--- src/rtl/regfile_mp.sv ---
// Multi-port integer register file: zero-init sweep after reset, write-port
// forwarding to readers, and a per-register pending scoreboard for hazard stalls.
module regfile_mp #(
  parameter int XLEN      = 32,
  parameter int NREGS     = 32,
  parameter int NRD       = 2,
  parameter int NWR       = 2,
  parameter int ZERO_HARD = 1,
  localparam int AW       = $clog2(NREGS)
) (
  input  logic                 clk,
  input  logic                 rst,
  input  logic [NWR-1:0]       we_i,
  input  logic [NWR*AW-1:0]    waddr_i,
  input  logic [NWR*XLEN-1:0]  wdata_i,
  input  logic [NRD*AW-1:0]    raddr_i,
  output logic [NRD*XLEN-1:0]  rdata_o,
  output logic [NRD-1:0]       rbusy_o,
  input  logic                 issue_i,
  input  logic [AW-1:0]        issue_rd_i,
  output logic                 ready_o
);

  typedef enum logic [0:0] {ST_INIT = 1'b0, ST_RUN = 1'b1} state_t;

  localparam logic [AW:0] CNT_LAST = (AW+1)'(NREGS - 1);

  state_t            state_q, state_d;
  logic [AW:0]       cnt_q, cnt_d;
  logic              ready_q, ready_d;
  logic [NREGS-1:0]  pending_q, pending_d;
  logic [XLEN-1:0]   regs_q [NREGS];
  logic              run_s;
  logic [NWR-1:0]    wr_en_s;
  logic              issue_ok_s;

  assign run_s      = (state_q == ST_RUN);
  assign wr_en_s    = run_s ? we_i : {NWR{1'b0}};
  assign issue_ok_s = run_s && issue_i && ((ZERO_HARD == 0) || (issue_rd_i != {AW{1'b0}}));
  assign ready_o    = ready_q;

  // Sweep FSM next state: INIT zeroes one register per edge, then RUN
  always_comb begin
    state_d = state_q;
    cnt_d   = cnt_q;
    ready_d = ready_q;
    case (state_q)
      ST_INIT: begin
        cnt_d = cnt_q + (AW+1)'(1);
        if (cnt_q == CNT_LAST) begin
          state_d = ST_RUN;
          ready_d = 1'b1;
        end else begin
          ready_d = 1'b0;
        end
      end
      ST_RUN: begin
        ready_d = 1'b1;
      end
      default: begin
        state_d = ST_INIT;
        cnt_d   = '0;
        ready_d = 1'b0;
      end
    endcase
  end

  // Scoreboard next state: writes clear first so a same-cycle issue wins
  always_comb begin
    pending_d = pending_q;
    for (int k = 0; k < NWR; k++) begin
      pending_d[waddr_i[k*AW +: AW]] = pending_d[waddr_i[k*AW +: AW]] & ~wr_en_s[k];
    end
    pending_d[issue_rd_i] = pending_d[issue_rd_i] | issue_ok_s;
  end

  // Control and scoreboard registers with synchronous active-low reset
  always_ff @(posedge clk) begin
    if (!rst) begin
      state_q   <= ST_INIT;
      cnt_q     <= '0;
      ready_q   <= 1'b0;
      pending_q <= '0;
    end else begin
      state_q   <= state_d;
      cnt_q     <= cnt_d;
      ready_q   <= ready_d;
      pending_q <= pending_d;
    end
  end

  // Array storage: sweep zeroing in INIT, port writes in RUN (higher port index lands last)
  always_ff @(posedge clk) begin
    if (rst) begin
      if (state_q == ST_INIT) begin
        regs_q[cnt_q[AW-1:0]] <= '0;
      end else begin
        for (int k = 0; k < NWR; k++) begin
          if (wr_en_s[k] && !((ZERO_HARD != 0) && (waddr_i[k*AW +: AW] == {AW{1'b0}}))) begin
            regs_q[waddr_i[k*AW +: AW]] <= wdata_i[k*XLEN +: XLEN];
          end
        end
      end
    end
  end

  for (genvar j = 0; j < NRD; j++) begin : g_rd
    logic [AW-1:0]   ra_s;
    logic            zero_s;
    logic            hit_s;
    logic [XLEN-1:0] byp_s;

    assign ra_s   = raddr_i[j*AW +: AW];
    assign zero_s = (ZERO_HARD != 0) && (ra_s == {AW{1'b0}});

    // Forwarding select: the highest-index matching write port provides the data
    always_comb begin
      hit_s = 1'b0;
      byp_s = '0;
      for (int k = 0; k < NWR; k++) begin
        hit_s = hit_s | (wr_en_s[k] && (waddr_i[k*AW +: AW] == ra_s));
        byp_s = (wr_en_s[k] && (waddr_i[k*AW +: AW] == ra_s)) ? wdata_i[k*XLEN +: XLEN] : byp_s;
      end
    end

    assign rdata_o[j*XLEN +: XLEN] = (!run_s || zero_s) ? {XLEN{1'b0}} :
                                     hit_s             ? byp_s : regs_q[ra_s];
    assign rbusy_o[j] = run_s && pending_q[ra_s] && !hit_s && !zero_s;
  end

endmodule

--- config.mk ---
export PLATFORM = sky130hd
export DESIGN_NAME = regfile_mp
export DESIGN_NICKNAME = d
export VERILOG_FILES = /design/src/rtl/regfile_mp.sv
export SDC_FILE = /design/constraint.sdc
export NUM_CORES = 2
export LEC_CHECK = 0
export CORE_ASPECT_RATIO = 0.6
export CORE_MARGIN = 2
export CORE_UTILIZATION = 40
export DETAILED_ROUTE_END_ITERATION = 6
export GPL_ROUTABILITY_DRIVEN = 0
export GPL_TIMING_DRIVEN = 1
export PLACE_DENSITY = 0.66
export SLEW_MARGIN = 20
export SYNTH_ARGS = -nofsm -noshare
export SYNTH_HDL_FRONTEND = slang
export SYNTH_SLANG_ARGS = --single-unit
--- constraint.sdc ---
create_clock -name clk -period 5.7 [get_ports clk]
set_input_delay 0.855 -clock clk [delete_from_list [all_inputs] [get_ports clk]]
set_output_delay 0.855 -clock clk [all_outputs]
set_load 0.03 [all_outputs]
==> impl_metrics.env <==
export IMPL_grt_pass1_vias=49900
export IMPL_first_pass_iters=7
export IMPL_reg2reg_slack_ns=1.09
export IMPL_max_cap_violations=0
export IMPL_finalCritPeriodShare=0.900
export IMPL_synthCells=5883
export IMPL_hold_depth=2
export IMPL_setup_viol=0
export IMPL_grt_usage=0.302
export IMPL_place_inst=7735
export IMPL_start_kind="primary input"
export IMPL_grt_pass1_wl_um=358000
export IMPL_setup_tns_ns=0
export IMPL_critPathSlowestCell="or3b_2"
export IMPL_ys_flop_type="edfxtp_1"
export IMPL_ys_seq_area_frac=0.490
export IMPL_fin_hold_ws_ns=0.507
export IMPL_avgSynthCellArea_um2=10.9
export IMPL_end_kind="flop"
export IMPL_cellPowerDensity_nw_per_um2=238
export IMPL_register_area_um2=31500
export IMPL_area_growth_pct=13.4
export IMPL_port_buffers=160
export IMPL_pwr_share_clk=0.406
export IMPL_core_area_um2=159000
export IMPL_cts_buffers=100
export IMPL_fin_ws_ns=0.572
export IMPL_worstReg2RegStart="pending_q[31]"
export IMPL_max_freq_ghz=0.195
export IMPL_violations="DRC"
export IMPL_rsz0062_at_grt="false"
export IMPL_worst_path_max_fanout=24
export IMPL_hold_path_class="flop to flop"
export IMPL_grt_ovfl_total=0
export IMPL_synth_area_um2=64300
export IMPL_p_seq_frac=0.493
export IMPL_power_switching_mw=4.45
export IMPL_crit_chain="clkdlybuf4s50_1 > or3b_2 > o221ai_1 > a221o_2 > o31a_1 > mux2i_1 > a221oi_1 > nand3_1 > nor3_2 > buf_4 > o21ai_0 > a21oi_1 > nor3_4 > a211oi_1"
export IMPL_leakage_nw=21.4
export IMPL_grt_max_degree=65
export IMPL_clockBufferDepth=3
export IMPL_clock_sinks=1063
export IMPL_slowest_delay_ns=0.65
export IMPL_insertion_delay_ns=0.75
export IMPL_dieHeight_um=315
export IMPL_tritoncts="yes"
export IMPL_rows=113
export IMPL_slew_limit_headroom=0.184
export IMPL_worstPathRequired_ns=6.35
export IMPL_worst_pin_slew_ns=1.22
export IMPL_num_vias=53300
export IMPL_cp_buffers_inverters=2
export IMPL_routed_wirelength_um=253000
export IMPL_via_per_inst=6.73
export IMPL_synthesis_nets=5978
export IMPL_drt_iter0_markers=10400
export IMPL_die_area_um2=164000
export IMPL_die_x_um=522
export IMPL_final_area_um2=72900
export IMPL_placed_cell_area_um2=69600
export IMPL_arrival_ns=5.78
export IMPL_hold_path_end="cnt_q[5]"
export IMPL_min_period_ns=5.13
export IMPL_antenna_found_initial=2
export IMPL_ctsResizeCount=0
export IMPL_outcome="finished, violations left"
export IMPL_cts_setup_buffers=0
export IMPL_final_cells=7922
export IMPL_hold_viol=0
export IMPL_power_mw=17.3
export IMPL_cp_top_family="compound AO/OA/AOI/OAI gates"
export IMPL_place_ws_ns=0.136
export IMPL_dp_final_hpwl_um=153000
export IMPL_final_nets=5805
export IMPL_async_flop_share=0
export IMPL_io_pins=161
export IMPL_wl_per_cell_um=31.9
export IMPL_internal_power_mw=12.9
export IMPL_synth_seq_cells=1063
export IMPL_layout_drive_gt1_share=0.193
export IMPL_pwr_share_comb=0.101
export IMPL_post_route_drc_count=22
export IMPL_multi_input_area_um2=30600
export IMPL_swShare=0.257
export IMPL_slew_violations=0
export IMPL_final_util=0.459
export IMPL_crit_type="primary input to flop"
export IMPL_clk_pin_slew_ns=0.07
export IMPL_synth_edf_count=1024
export IMPL_start_util=0.405
export IMPL_antenna_left=0
export IMPL_finalClockSkew_ns=0.0365
export IMPL_synth_warnings=0
export IMPL_synth_distinct_cells=78
export IMPL_r2r_cells=13
export IMPL_fillerInstances=14100
export IMPL_htreeDepth=3
export IMPL_ir_drop_v=0.000234
export IMPL_hold_buffers=0
export IMPL_r2r_end="pending_q[16]"
export IMPL_min_from="cnt_q[5]"
export IMPL_ctsRootBufferMaster="clkbuf_16"
-- power by group through the flow --
stage          Combinational [mW]  Clock [mW]  Sequential [mW]
3_3_place_gp                 1.67           0             8.71
4_1_cts                      1.69        7.02             8.54
3_5_place_dp                 1.68           0             8.71
6_report                     1.74        7.04             8.55
5_1_grt                      1.80        7.32             8.54
2_1_floorplan                1.07           0             8.69
-- cell usage in the layout, fill, tap and decap left out, types with 80 or more instances in the layout --
cell type,n
o21ai_0,1144
nand2_1,1085
edfxtp_1,1024
mux4_2,472
nor2_1,259
a21oi_1,238
mux2i_1,236
buf_4,235
clkdlybuf4s50_1,111
clkbuf_16,102
buf_12,87
a211oi_1,80
-- worst max path at each step --
stage	startpoint	endpoint	slack, ns	cells after the start
2_1_floorplan	raddr_i[5]	rbusy_o[1]	0.42	11
3_3_place_gp	waddr_i[4]	pending_q[16]	0.22	15
3_5_place_dp	waddr_i[4]	pending_q[19]	0.14	15
4_1_cts	raddr_i[7]	rdata_o[50]	0.73	11
5_1_grt	waddr_i[4]	pending_q[16]	0.42	15
6_report	waddr_i[4]	pending_q[16]	0.57	14
-- worst min-delay path, delay by kind of cell (launching register included) --
kind	cells	cell delay (ns)
DFF	1	0.32
AOI/OAI and AO/OA	2	0.15
-- per-layer routing --
| metal | track usage | vias up | wire (µm) |
|---|---|---|---|
| li1 | - | 21900 | - |
| met1 | 0.425 | 25900 | 93900 |
| met2 | 0.424 | 4752 | 104000 |
| met3 | 0.117 | 750 | 44200 |
| met4 | 0.103 | 4 | 10300 |
| met5 | 0.00489 | - | 184 |
-- flip-flops by register name (all words and copies together), names as in the netlist --
register / flops
regs_q: 1024
pending_q: 32
cnt_q: 6
run_s: 1
-- layout make-up --
class                   count  area share
repair buffers            438      0.0642
well taps                2127      0.0365
multi-input cells        4072       0.420
clock inverters            69     0.00875
inverters                  35     0.00180
flip-flops and latches   1063       0.433
clock buffers             117      0.0365
diodes                      1   0.0000343
-- cells in the mapped netlist, types with 10 or more instances --
| cell type | count | share of area |
|---|---|---|
| o21ai_0 | 1144 | 0.089 |
| nand2_1 | 1085 | 0.063 |
| edfxtp_1 | 1024 | 0.48 |
| clkbuf_1 | 588 | 0.034 |
| mux4_2 | 472 | 0.17 |
| nor2_1 | 292 | 0.017 |
| a21oi_1 | 238 | 0.019 |
| mux2i_1 | 236 | 0.037 |
| a211oi_1 | 80 | 0.0093 |
| buf_1 | 77 | 0.0045 |
| o22ai_1 | 67 | 0.0065 |
| mux2_2 | 66 | 0.012 |
| nor3_1 | 51 | 0.0040 |
| dfxtp_1 | 39 | 0.012 |
| o221ai_1 | 38 | 0.0052 |
| inv_1 | 34 | 0.0020 |
| a221oi_1 | 31 | 0.0042 |
| a22oi_1 | 31 | 0.0036 |
| clkbuf_2 | 21 | 0.0016 |
| o211ai_1 | 21 | 0.0025 |
| nand3_1 | 19 | 0.0015 |
| buf_2 | 15 | 0.0012 |
| xor2_1 | 14 | 0.0019 |
| nand2b_1 | 12 | 0.0012 |
| nor2b_1 | 11 | 0.0011 |
| xnor2_1 | 11 | 0.0015 |
| o31a_1 | 10 | 0.0014 |
| o31ai_1 | 10 | 0.0012 |
-- cell families (layout without fill, tap and decap cells) --
logic type,count (synthesis),in the layout,share of synthesized area
buffers and inverters,748,659,0.0454
multiplexers,775,775,0.214
flip-flops,1063,1063,0.490
AND/OR/NAND/NOR,1531,1531,0.0950
AO/OA/AOI/OAI,1740,1740,0.152
adder cells (fa/ha/maj),1,1,0.000195
XOR/XNOR,25,25,0.00341
other,0,1,0
No activity file was read; power rests on OpenSTA's default activity.
